## src/rtl/digit_serial_alu.sv

```systemverilog
// Digit-serial ALU: processes DIGIT bits of a WIDTH-bit operand pair per clock, with flags
// and a stored carry for chained ADC/SBB, behind valid/ready handshakes on both sides.
module digit_serial_alu #(
  parameter int unsigned WIDTH = 8,
  parameter int unsigned DIGIT = 2
) (
  input  logic             clk,
  input  logic             rst,
  input  logic             in_valid,
  output logic             in_ready,
  input  logic [2:0]       op,
  input  logic [WIDTH-1:0] a,
  input  logic [WIDTH-1:0] b,
  output logic             out_valid,
  input  logic             out_ready,
  output logic [WIDTH-1:0] result,
  output logic             carry,
  output logic             ovf,
  output logic             negf,
  output logic             zf
);

  localparam int unsigned N    = WIDTH / DIGIT;
  localparam int unsigned CntW = (N > 1) ? $clog2(N) : 1;
  localparam logic [CntW-1:0] LastCnt = CntW'(N - 1);

  typedef enum logic [1:0] {StIdle, StRun, StDone} state_e;

  state_e           state_q, state_d;
  logic [2:0]       op_q, op_d;
  logic [WIDTH-1:0] a_q, a_d, b_q, b_d, acc_q, acc_d, result_q, result_d;
  logic [CntW-1:0]  cnt_q, cnt_d;
  logic             run_c_q, run_c_d, carry_q, carry_d, ovf_q, ovf_d;
  logic             negf_q, negf_d, zf_q, zf_d;

  logic             is_arith;
  logic [DIGIT-1:0] da, db, dres;
  logic [DIGIT:0]   sum;
  logic [WIDTH-1:0] dres_ext;

  // Digit datapath: operands shift right, so the current digit is always the low slice.
  always_comb begin
    is_arith = ~op_q[2];
    da       = a_q[DIGIT-1:0];
    db       = (is_arith && op_q[0]) ? ~b_q[DIGIT-1:0] : b_q[DIGIT-1:0];
    sum      = {1'b0, da} + {1'b0, db} + {{DIGIT{1'b0}}, run_c_q};
    case (op_q)
      3'b100:  dres = da & db;
      3'b101:  dres = da | db;
      3'b110:  dres = da ^ db;
      3'b111:  dres = '0;
      default: dres = sum[DIGIT-1:0];
    endcase
    dres_ext              = '0;
    dres_ext[DIGIT-1:0]   = dres;
  end

  always_comb begin
    state_d   = state_q;
    op_d      = op_q;
    a_d       = a_q;
    b_d       = b_q;
    acc_d     = acc_q;
    cnt_d     = cnt_q;
    run_c_d   = run_c_q;
    result_d  = result_q;
    carry_d   = carry_q;
    ovf_d     = ovf_q;
    negf_d    = negf_q;
    zf_d      = zf_q;
    in_ready  = 1'b0;
    out_valid = 1'b0;
    unique case (state_q)
      StIdle: begin
        in_ready = 1'b1;
        if (in_valid) begin
          op_d    = op;
          a_d     = a;
          b_d     = b;
          cnt_d   = '0;
          // ADC/SBB chain through the stored carry; SUB injects the +1 of two's complement.
          run_c_d = op[1] ? carry_q : op[0];
          state_d = StRun;
        end
      end
      StRun: begin
        a_d     = a_q >> DIGIT;
        b_d     = b_q >> DIGIT;
        acc_d   = (acc_q >> DIGIT) | (dres_ext << (WIDTH - DIGIT));
        run_c_d = sum[DIGIT];
        cnt_d   = cnt_q + 1'b1;
        if (cnt_q == LastCnt) begin
          cnt_d    = cnt_q;
          state_d  = StDone;
          result_d = acc_d;
          negf_d   = acc_d[WIDTH-1];
          zf_d     = (acc_d == '0);
          carry_d  = is_arith & sum[DIGIT];
          // Carry into the MSB is recovered as a ^ b ^ sum at that bit.
          ovf_d    = is_arith & (sum[DIGIT] ^ da[DIGIT-1] ^ db[DIGIT-1] ^ sum[DIGIT-1]);
        end
      end
      StDone: begin
        out_valid = 1'b1;
        if (out_ready) state_d = StIdle;
      end
      default: state_d = StIdle;
    endcase
  end

  always_ff @(posedge clk) begin
    if (rst) begin
      state_q  <= StIdle;
      op_q     <= '0;
      a_q      <= '0;
      b_q      <= '0;
      acc_q    <= '0;
      cnt_q    <= '0;
      run_c_q  <= 1'b0;
      result_q <= '0;
      carry_q  <= 1'b0;
      ovf_q    <= 1'b0;
      negf_q   <= 1'b0;
      zf_q     <= 1'b0;
    end else begin
      state_q  <= state_d;
      op_q     <= op_d;
      a_q      <= a_d;
      b_q      <= b_d;
      acc_q    <= acc_d;
      cnt_q    <= cnt_d;
      run_c_q  <= run_c_d;
      result_q <= result_d;
      carry_q  <= carry_d;
      ovf_q    <= ovf_d;
      negf_q   <= negf_d;
      zf_q     <= zf_d;
    end
  end

  assign result = result_q;
  assign carry  = carry_q;
  assign ovf    = ovf_q;
  assign negf   = negf_q;
  assign zf     = zf_q;

endmodule

```

## config.mk

```make
export PLATFORM = sky130hd
export DESIGN_NAME = digit_serial_alu
export DESIGN_NICKNAME = d
export VERILOG_FILES = /design/src/rtl/digit_serial_alu.sv
export SDC_FILE = /design/constraint.sdc
export NUM_CORES = 1
export LEC_CHECK = 0
export CORE_AREA = 5 5 65 79
export DETAILED_ROUTE_END_ITERATION = 8
export DIE_AREA = 0 0 70 84
export GPL_TIMING_DRIVEN = 1
export PLACE_DENSITY = 0.69
export SYNTH_ARGS = -nofsm -noshare
export SYNTH_HDL_FRONTEND = slang
export SYNTH_SLANG_ARGS = --single-unit
```

## constraint.sdc

```tcl
create_clock -name clk -period 2.55 [get_ports clk]
set_input_delay 0.3825 -clock clk [delete_from_list [all_inputs] [get_ports clk]]
set_output_delay 0.3825 -clock clk [all_outputs]
set_load 0.02 [all_outputs]
```

==> impl_results.md <==
- Status: complete, no violations
- Fin crit share: 91.1%
- Clk slew on worst S/H paths: 0.07 ns
- Site Rows: 27
- F_max: 430 MHz
- Hold Crit Depth: 2
- Clock share of power: a little over a third
- Critical path type: flip-flop to flip-flop
- Worst slew pin tran: 0.753 ns
- CTS max path bufs: 2
- First-pass GRT wire length: 6.65 mm
- Starting density of the core: 42.2%
- Pwr/cell area: between 500 and 600 nW/µm²
- Mapped Cells: 228
- DR pass1 iterations: 4
- Final setup violation count: 0
- Via/cell ratio: about 5
- Gr usage total: 13.9%
- Die area: between 5000 and 6000 µm²
- Core area: approximately 4400 µm²
- Slew HR: ~50%
- Largest net degree at the start of global routing: 31
- Post-DP HPWL: around 2.8 mm
- Clk_skew: about 0.0033 ns
- CTS tree: done
- Highest net fanout along the worst path: 10
- Post-CTS setup buffers: 0
- Worst Setup Slack, final: 0.227 ns
- Final GP Congestion: roughly 0.84
- CTS Hold Bufs: 0
- Synth Register Bits: 41
- WHS Endpoint: result[3]
- Setup TNS: 0 ns
- Crit end category: flip-flop
- Comb pwr share: between 10% and 20%
- R2r endpoint: ovf
- Min-delay src: result[3]
- Reg power frac: between 40% and 50%
- Critical Path Start Type: flip-flop
- Worst vdd ir: 0.413 mV
- Required @ worst endpoint: 2.77 ns
- # DRC: 0
- Drt total wl: approximately 3.9 mm
- Switch share: between 20 and 30%
- Routed len/inst: ~12 µm
- Clk Latency, worst-skew pair: a little under 0.3 ns
- DR iter-0 viols: between 100 and 150
- Pre-CTS WS: between 0.15 and 0.2 ns
- R2r startpoint: op_q[2]
- Post-synthesis cell area: roughly 1900 µm²
- Vias: 1623
- Mapped Nets: about 260
- Antenna cells: 0
- Worst R2R Path Depth: 9
- Synth unique cells: 34
- Arrival time worst endpoint: between 2 and 3 ns
- Most frequent cells in the layout: nand2_1, dfxtp_1, clkdlybuf4s50_1, a21oi_1, nor2_1
- H-Tree Level Count: 2
- Leading cell type in the layout, fill and taps excluded: nand2_1
- Lkg Pwr: about 0.86 nW
- Fraction of layout cells with a size suffix above 1: under 10%
- Antenna Nets Post-Route: 0
- Fin. Hold Viols: 0
- CTS sink cnt: 41
- Initial antenna violation count: 0
- HP Class: flip-flop to flip-flop
- Layout Area Growth over Synthesis: 27.2%
- Post-CTS sizing: 0
- Grt ovf: 0
- Worst reg2reg setup slack: between 0.2 and 0.25 ns
- IO Port Bufs: 36
- Synth Area per Inst: about 8.1 µm²
- Die W: approximately 70 µm
- Sequential fraction of the synthesis area: between 40 and 50%
- RSZ-0062 raised after global routing: no
- YS warnings: 0
- Root Buffer Master: clkbuf_8
- Number of global-route vias before repair: ~1.5k
- I/O Pins: 37
- CTS Buf Count: 5
- Fin nets: slightly below 300
- Total net switching power: between 0.3 and 0.4 mW
- Die Y: 84 µm
- Final Max Tran Viols: 0
- Max-cap viol count: 0
- Fin crit period: around 2.3 ns
- Internal: around 1.1 mW
power by group through the flow:
stage | sequential (mW) | combinational (mW) | clock, mW
finish | 0.698 | 0.210 | 0.501
global route | 0.703 | 0.242 | 0.543
CTS | 0.698 | 0.213 | 0.517
detailed placement | 0.713 | 0.212 | 0
global placement | 0.712 | 0.208 | 0
floorplan | 0.705 | 0.146 | 0
critical path, stage by stage, from the launching register on:
cell and delay, ns:
dfxtp_1 0.49, nor2b_2 0.10, xor2_1 0.19, fa_1 0.38, inv_1 0.08, fa_1 0.45, xnor2_1 0.20, xnor2_1 0.15
nand4_1 0.11, o211ai_1 0.10
how the worst max path moves through the flow:
stage | slack [ns] | to | cells after the start | start
6_report | 0.23 | ovf | 9 | op_q[2]
5_1_grt | 0.02 | ovf | 9 | op_q[2]
4_1_cts | 0.17 | ovf | 9 | op_q[0]
3_5_place_dp | 0.19 | ovf | 9 | op_q[0]
3_3_place_gp | 0.28 | ovf | 9 | op_q[2]
2_1_floorplan | 0.34 | ovf | 10 | op_q[2]
Yosys cell counts:
library cell   n  area (µm²)
a21oi_1       23         115
a22oi_1        1        7.51
a311oi_1      12         105
a41o_1         1        10.0
and2b_2        1        8.76
buf_2          7        35.0
buf_4          1        7.51
clkbuf_1       8        30.0
dfxtp_1       41         821
fa_1           2        40.0
ha_1           4        50.1
inv_1          7        26.3
mux2i_1        4        40.0
nand2_1       58         218
nand2_2        1        6.26
nand2b_1       3        18.8
nand3_1        6        30.0
nand3b_1       3        22.5
nand4_1        1        6.26
nor2_1        19        71.3
nor2_2         1        6.26
nor2b_1        2        12.5
nor3_1         3        15.0
nor3b_1        2        15.0
nor3b_2        1        12.5
o211ai_1       3        22.5
o21ai_0        2        10.0
o221ai_1       2        17.5
o22a_1         1        8.76
o31ai_1        2        15.0
or3_1          1        6.26
or4_1          1        7.51
xnor2_1        2        17.5
xor2_1         2        17.5
metrics by stage:
step	hold WS (ns)	util [%]	std cells	power, mW	area (µm²)
floorplan	0.440	-	228	0.851	1850
global placement	0.443	51.3	311	0.920	2250
detailed placement	0.446	51.3	311	0.925	2250
CTS	0.457	53.6	318	1.43	2350
global route	0.478	53.7	318	1.49	2360
finish	0.454	53.7	318	1.41	2360
state kept, by name, indices dropped and copies added, names as in the netlist:
register,flops
cnt_q,2
acc_q,6
state_q,2
zf,1
a_q,8
run_c_q,1
op_q,3
ovf,1
carry,1
b_q,8
result,8
cell type report:
| class | count | area, µm² |
|---|---|---|
| flip-flops and latches | 41 | 821 |
| clock inverters | 2 | 35.0 |
| well taps | 58 | 72.6 |
| repair buffers | 41 | 398 |
| multi-input cells | 164 | 936 |
| clock buffers | 5 | 68.8 |
| inverters | 7 | 26.3 |
| fillers | 436 | 2030 |
per-layer routing:
metal	track usage, %	part of all wire [%]	vias up
met1	15.9	44	745
met2	24.0	48	32
met5	0	0	-
li1	-	-	840
met3	4.46	5.9	6
met4	5.23	1.8	0
cells by family after synthesis:
kind of cell	after synthesis	synth area share (%)
DFF	41	44.3
xor gates and xnor gates	4	1.89
buffers and inverters	23	5.33
muxes	4	2.16
AOI/OAI and AO/OA	47	16.8
adders and majority gates	6	4.86
and+or+nand+nor	103	24.6
Note: power is estimated with default switching activity, not from simulation.
